## config.mk

```make
export PLATFORM = sky130hd
export DESIGN_NAME = div_unit
export DESIGN_NICKNAME = d
export VERILOG_FILES = /design/src/rtl/div_unit.sv
export SDC_FILE = /design/constraint.sdc
export NUM_CORES = 1
export LEC_CHECK = 0
export CORE_MARGIN = 4
export CORE_UTILIZATION = 50
export CTS_CLUSTER_DIAMETER = 50
export DETAILED_ROUTE_END_ITERATION = 7
export GPL_TIMING_DRIVEN = 0
export HOLD_SLACK_MARGIN = 0.08
export PLACE_DENSITY = 0.79
export SETUP_SLACK_MARGIN = 0.02
export SYNTH_ARGS = -nofsm -noshare
export SYNTH_HDL_FRONTEND = slang
export SYNTH_SLANG_ARGS = --single-unit
```

## constraint.sdc

```tcl
create_clock -name clk -period 4.91 [get_ports clk]
set_input_delay 1.2275 -clock clk [delete_from_list [all_inputs] [get_ports clk]]
set_output_delay 1.2275 -clock clk [all_outputs]
set_load 0.01 [all_outputs]
```

## src/rtl/div_unit.sv

```systemverilog
// Multi-cycle radix-2 restoring divider (DIV/DIVU) for the EX stage.
// It holds the pipeline through stall_req and pulses result_valid when the quotient (LO) and remainder (HI) are ready.
module div_unit #(
    parameter int WIDTH = 32
) (
    input  logic             clk,
    input  logic             resetn,
    input  logic             start,
    input  logic             signed_div,
    input  logic             flush,
    input  logic [WIDTH-1:0] a,
    input  logic [WIDTH-1:0] b,
    output logic             stall_req,
    output logic             result_valid,
    output logic [WIDTH-1:0] quotient,
    output logic [WIDTH-1:0] remainder
);
    localparam int CW = $clog2(WIDTH);

    typedef enum logic [1:0] {IDLE, BUSY, DONE} state_t;

    state_t           state;
    logic [WIDTH-1:0] rem, dvd, dvs;
    logic [CW-1:0]    cnt;
    logic             sign_q, sign_r, valid_r;

    logic             a_neg, b_neg, ge;
    logic [WIDTH-1:0] a_mag, b_mag, rem_nx, dvd_nx, q_fix, r_fix;
    logic [WIDTH:0]   rem_sh;

    // The magnitudes fit in WIDTH unsigned bits, because |MIN_INT| == 2^(WIDTH-1).
    // rem_sh carries the extra bit so the compare never overflows.
    always_comb begin
        a_neg  = signed_div & a[WIDTH-1];
        b_neg  = signed_div & b[WIDTH-1];
        a_mag  = a_neg ? -a : a;
        b_mag  = b_neg ? -b : b;
        rem_sh = {rem, dvd[WIDTH-1]};
        ge     = (rem_sh >= {1'b0, dvs});
        rem_nx = ge ? WIDTH'(rem_sh - {1'b0, dvs}) : rem_sh[WIDTH-1:0];
        dvd_nx = {dvd[WIDTH-2:0], ge};
        q_fix  = sign_q ? -dvd_nx : dvd_nx;
        r_fix  = sign_r ? -rem_nx : rem_nx;
    end

    assign stall_req    = start & ~flush & (state != DONE);
    assign result_valid = valid_r & ~flush;

    always_ff @(posedge clk) begin
        if (!resetn) begin
            state     <= IDLE;
            quotient  <= '0;
            remainder <= '0;
            valid_r   <= 1'b0;
            cnt       <= '0;
            rem       <= '0;
            dvd       <= '0;
            dvs       <= '0;
            sign_q    <= 1'b0;
            sign_r    <= 1'b0;
        end else if (flush) begin
            state   <= IDLE;
            cnt     <= '0;
            valid_r <= 1'b0;
        end else begin
            case (state)
                IDLE: begin
                    valid_r <= 1'b0;
                    if (start) begin
                        sign_q <= a_neg ^ b_neg;
                        sign_r <= a_neg;
                        rem    <= '0;
                        dvd    <= a_mag;
                        dvs    <= b_mag;
                        cnt    <= '0;
                        // Divide by zero skips the iterations and is sign-agnostic.
                        if (b == '0) begin
                            quotient  <= '1;
                            remainder <= a;
                            valid_r   <= 1'b1;
                            state     <= DONE;
                        end else begin
                            state <= BUSY;
                        end
                    end
                end
                BUSY: begin
                    rem <= rem_nx;
                    dvd <= dvd_nx;
                    cnt <= cnt + 1'b1;
                    if (cnt == CW'(WIDTH - 1)) begin
                        quotient  <= q_fix;
                        remainder <= r_fix;
                        valid_r   <= 1'b1;
                        state     <= DONE;
                    end
                end
                DONE: begin
                    valid_r <= 1'b0;
                    state   <= IDLE;
                end
                default: state <= IDLE;
            endcase
        end
    end
endmodule

```

---- Word-level counts from Yosys, hierarchy flattened ----
Index checks and enable logic that the tools add are counted.
word-level totals
  register bits after elaboration ......... 170
  latch bits .............................. 0
  memory bits (writable) .................. 0
  bits in read-only memories .............. 0
  input bits .............................. 69
  output and inout bits ................... 66
  word-level logic and storage cells ...... 70
  memories ................................ 0
cells by class
  $add $sub $neg .......................... 6
  multiply operators ...................... 0
  div/mod/pow operators ................... 0
  order comparisons ....................... 1
  equality and inequality tests ........... 7
  shift-type cells ........................ 0
  mux-type cells .......................... 27
  bitwise gates (word level) .............. 8
  reduce and logical (&&, ||, !) cells .... 11
operators with widths
  cell                                                              count
  32-bit 2-to-1 mux                                                 13
  32-bit one-hot mux with 2 select lines                            4
  32-bit negator                                                    4
  33-bit by 32-bit greater-or-equal comparator with 1-bit output    1
  32-bit zero test                                                  1
  32-bit subtractor                                                 1
  5-bit one-hot mux with 2 select lines                             1
  2-bit inequality test (second input constant)                     4
  2-bit 2-to-1 mux                                                  3
  2-bit AND reduction                                               3
  3-bit AND reduction                                               2
  5-bit by 1-bit adder with 5-bit output (second input constant)    1
  1-bit AND                                                         5
  5-bit == test (second input constant)                             1
  5-bit 2-to-1 mux                                                  1
  5-bit AND reduction                                               1
  2-bit one-hot mux with 2 select lines                             1
  1-bit 2-to-1 mux                                                  3
  1-bit one-hot mux with 3 select lines                             1
  3-bit nonzero test                                                1
  2-bit by 1-bit == test with 1-bit output (second input constant)  1
  2-bit == test (second input constant)                             1
  2-bit zero test                                                   1
  1-bit inverter                                                    2
  3 further kinds                                                   3

---- Longest topological paths before layout ----
  depth after elaboration ................. 6
  depth in mapped cells ................... 26
  depth with buffers taken out ............ 21

---- Worst setup path before layout ----
Ideal clock, no wire load.
  path kind ............................... register to register
  from .................................... register dvs[6]
  to ...................................... register remainder[26]
  library setup time ...................... 0.114 ns
  data arrival time ....................... 5.136 ns
  data required time ...................... 4.796 ns
  setup slack ............................. -0.340 ns
  cell stages (with the launch flop) ...... 26
  buffers on the path ..................... 5
  period minus slack after synthesis ...... 5.250 ns
  path through ............................ dfxtp_1 inv_1 ha_1 buf_2 a21oi_1 o21ai_1 a31oi_1 a31oi_4 nor2_2 a31oi_4 inv_4 buf_6 buf_2 buf_2 buf_2 mux2i_1 ha_1 nand2_1 a2111oi_0 nor3b_1 mux2i_1 a211oi_1 nand3_1 o31ai_1 xor2_1 a2111oi_0
on the way
  cells in the longest elaborated chain, start to end .. 6
  elaborated cells between the ends (all ways) .. 7
  classes of those cells .................. add/sub: 2; order compare: 1; mux: 4
ends and longest elaborated chain
  element                                                                                              line    RTL
  from (decl)                                                                                          23      logic [WIDTH-1:0] rem, dvd, dvs;
  from (signal assigned)                                                                               74      dvs <= b_mag;
  32-bit subtractor or 33-bit by 32-bit greater-or-equal comparator with 1-bit output (tied branches)  40, 39
  32-bit 2-to-1 mux (*)                                                                                40      rem_nx = ge ? WIDTH'(rem_sh - {1'b0, dvs}) : rem_sh[WIDTH-1:0];
  32-bit negator                                                                                       43      r_fix = sign_r ? -rem_nx : rem_nx;
  32-bit 2-to-1 mux (*)                                                                                43
  32-bit 2-to-1 mux (*)                                                                                91      if (cnt == CW'(WIDTH - 1)) begin
  32-bit one-hot mux with 2 select lines (*)                                                           66      case (state)
  to (signal assigned)                                                                                 93      remainder <= r_fix;
  to (decl)                                                                                            16      output logic [WIDTH-1:0] remainder
Every way passes the cells marked *; elsewhere a longest branch is shown, timed or not. The select of a mux whose other input is x is not followed.
A chain may end at the register's enable or synchronous reset.

---- Worst setup path in the final report ----
  from .................................... input b[0]
  to ...................................... register remainder[17]
on the way
  cells in the longest elaborated chain, start to end .. 3
ends and longest elaborated chain
  element                                 line  RTL
  from (decl)                             12    input logic [WIDTH-1:0] b,
  32-bit zero test                        77    if (b == '0) begin
  2-bit inequality test (no source line)  n/a
  5-bit AND reduction (no source line)    n/a
No other way between the ends.

==> results.sh <==
export IMPL_p_total_mw=3.865
export IMPL_die_w_um=162.8
export IMPL_fin_hold_ws_ps=468.1
export IMPL_netlist_area_um2=11990
export IMPL_num_rows=56
export IMPL_synthDominantCellAreaShare_pct=28.39
export IMPL_ys_types=77
export IMPL_arrival_ps=5130
export IMPL_synthTopCellsByArea="dfxtp_1 28%, a21oi_1 6.3%, nand2_1 6.1%"
export IMPL_hold_depth=2
export IMPL_io_buffers=132
export IMPL_fmax_ghz=0.2101
export IMPL_avgSynthCellArea_um2=7.432
export IMPL_drt_iter0_markers=1234
export IMPL_cellPowerDensity_nw_per_um2=260.0
export IMPL_hold_viol=0
export IMPL_r2r_cells=22
export IMPL_critPathKind="in2reg"
export IMPL_slew_headroom_pct=38.42
export IMPL_routedWlPerCell_um=19.52
export IMPL_path_max_fanout=10
export IMPL_core_area_um2=23540
export IMPL_via_count=12832
export IMPL_synth_fp_nets=1725
export IMPL_maxCapViolations=0
export IMPL_antenna_found_initial=0
export IMPL_synth_edf_count=0
export IMPL_layout_drive_gt1_share_pct=8.919
export IMPL_synth_most_common_cell="nand2_1"
export IMPL_synthFlopType="dfxtp_1"
export IMPL_synth_xor_area_share_pct=9.498
export IMPL_timing_final_crit_share_pct=96.95
export IMPL_post_drt_via_cell_ratio=6.073
export IMPL_clk_path_buf_depth=2
export IMPL_hold_path_class="reg2reg"
export IMPL_place_gp_congestion=1.028
export IMPL_end_kind="register"
export IMPL_antennaDiodeCount=0
export IMPL_p_leak_nw=5.561
export IMPL_ys_seq_elements=170
export IMPL_drc=0
export IMPL_final_area_um2=14870
export IMPL_synth_warnings=0
export IMPL_synth_fa_ha_area_share_pct=4.551
export IMPL_critPathLaunchType="input pin"
export IMPL_status="finished clean"
export IMPL_ant_nets=0
export IMPL_initial_core_util_pct=50.92
export IMPL_synth_compound_area_share_pct=25.94
export IMPL_grt_max_degree=19
export IMPL_cts_tree="built"
export IMPL_numCtsBuffers=17
export IMPL_ir_drop_v=0.0001942
export IMPL_root_buffer="clkbuf_16"
export IMPL_clock_skew_ps=11.13
export IMPL_routed_wl_mm=41.25
export IMPL_grt_pass1_vias=12293
export IMPL_area_growth_pct=24.01
export IMPL_dieArea_um2=26520
export IMPL_synth_area_leader_cell="dfxtp_1"
export IMPL_dr_pass1_iters=6
export IMPL_die_y_um=162.8
export IMPL_drv_slew=0
export IMPL_finalSetupViolCount=0
export IMPL_synth_top_family_by_area="compound AO/OA/AOI/OAI gates"
export IMPL_grt_pass1_wl_mm=63.75
export IMPL_synth_common_cells="194 x nand2_1, 189 x nor2_1, 170 x dfxtp_1"
export IMPL_ios=135
export IMPL_track_usage_pct=29.98
export IMPL_nets=1893
export IMPL_overflow=0
export IMPL_clkTransAtPathRegs_ps=70
export IMPL_final_fill_count=2120
export IMPL_yosysSeqAreaShare_pct=28.39
export IMPL_crit_required_ps=5280
export IMPL_cts_sinks=170
export IMPL_dpl_cell_area_um2=13760
export IMPL_worstMarginPinSlew_ps=920.3
export IMPL_hpwl_mm=31.58
export IMPL_synth_cells=1613
export IMPL_muxShareOfSynthArea_pct=3.695
export IMPL_clock_latency_ps=440
export IMPL_htreeDepth=4
export IMPL_rsz0062_at_grt="true"
export IMPL_synthSimpleGateAreaFrac_pct=22.26
export IMPL_async_flop_share_pct=0
export IMPL_fin_crit_ps=4760
[power breakdown]
part           switching (mW)  total, mW  internal [mW]
Clock                   0.666       1.34          0.671
Sequential             0.0521       1.49           1.44
Combinational           0.626       1.04          0.412
[final cells by class]
class	count	area, µm²	share of cell area (%)
multi-input cells	1271	8264	55.59
plain buffers	105	503.0	3.384
well taps	319	399.1	2.685
inverters	61	231.5	1.557
clock buffers	18	429.2	2.887
flip-flops and latches	170	3416	22.98
clock inverters	14	128.9	0.8669
repair buffers	155	1494	10.05
[sequential cells by signal, summed over array words and instances (netlist names)]
name       cells
quotient      32
remainder     32
dvs           32
state          2
valid_r        1
sign_q         1
sign_r         1
cnt            5
dvd           32
rem           32
[per-stage QoR]
stage               cells  setup TNS [ps]  utilization (%)  setup WS [ps]
finish               2113               0            63.14          149.7
CTS                  2103               0            61.97          26.46
floorplan            1613               0                -          55.04
global placement     2064          -49420            58.43          -1174
global route         2113          -44.72            63.14         -44.72
detailed placement   2064          -54700            58.43          -1207
[final timing paths]
path	slack [ps]	start	endpoint
setup reg to reg	160	rem[15]$_SDFFE_PN0P_	remainder[26]$_SDFFE_PN0P_
hold / removal	470	dvs[0]$_SDFFE_PN0P_	dvs[0]$_SDFFE_PN0P_
hold reg to reg	470	dvs[0]$_SDFFE_PN0P_	dvs[0]$_SDFFE_PN0P_
setup / recovery	150	b[0]	remainder[17]$_SDFFE_PN0P_
[routing by layer]
metal  up-vias  global-route usage, %  wire, µm  share of wire (%)
li1       6117                      -         -                  -
met2       650                  50.51     18950                 46
met5         -                      0         0                  0
met1      5901                  35.88     15870                 38
met3       164                  5.062      3991                9.7
met4         0                  17.77      2437                5.9
[critical path, stage by stage]
cell	delay (ps)
clkdlybuf4s50_1	480
inv_1	90
ha_1	160
or3b_2	490
nor3_4	210
and3_2	290
nand3_1	160
or4_4	630
a211oi_4	350
nand2_1	140
clkbuf_1	280
o41a_1	480
a21oi_1	120
[logic make-up (layout without fill, tap and decap cells)]
| logic type | Yosys count | count (layout) |
|---|---|---|
| fa+ha+maj | 43 | 43 |
| buf+inv | 172 | 353 |
| simple gates | 577 | 577 |
| compound gates | 478 | 478 |
| flops | 170 | 170 |
| xor+xnor | 130 | 130 |
| mux | 43 | 43 |
[cells in the final DEF (no fill, tap or decap), types with 18 or more instances in the layout]
| cell type | synthesis | layout |
|---|---|---|
| clkbuf_1 | 79 | 69 |
| o21ai_0 | 105 | 104 |
| nand2_1 | 194 | 190 |
| o31ai_1 | 21 | 20 |
| nor2_1 | 189 | 185 |
| buf_4 | 0 | 26 |
| xor2_1 | 72 | 72 |
| mux2i_1 | 36 | 34 |
| a211oi_1 | 45 | 43 |
| a311oi_1 | 21 | 21 |
| xnor2_1 | 58 | 58 |
| ha_1 | 42 | 33 |
| dfxtp_1 | 170 | 162 |
| a21o_1 | 18 | 18 |
| nand3_1 | 24 | 23 |
| a21oi_1 | 150 | 143 |
| clkdlybuf4s50_1 | 0 | 132 |
| nor3_1 | 31 | 28 |
| inv_1 | 59 | 59 |
| a22oi_1 | 18 | 18 |
[timing repair]
item                                   in CTS  in global routing
gates resized for setup                    50                 47
hold buffers                                0                  0
pin swaps                                  14                 21
cloned                                      0                  0
setup buffers                              10                 13
endpoints found under the hold margin       0                  0
setup endpoints to repair                  64                 53
Note: power is estimated with default switching activity, not from simulation.
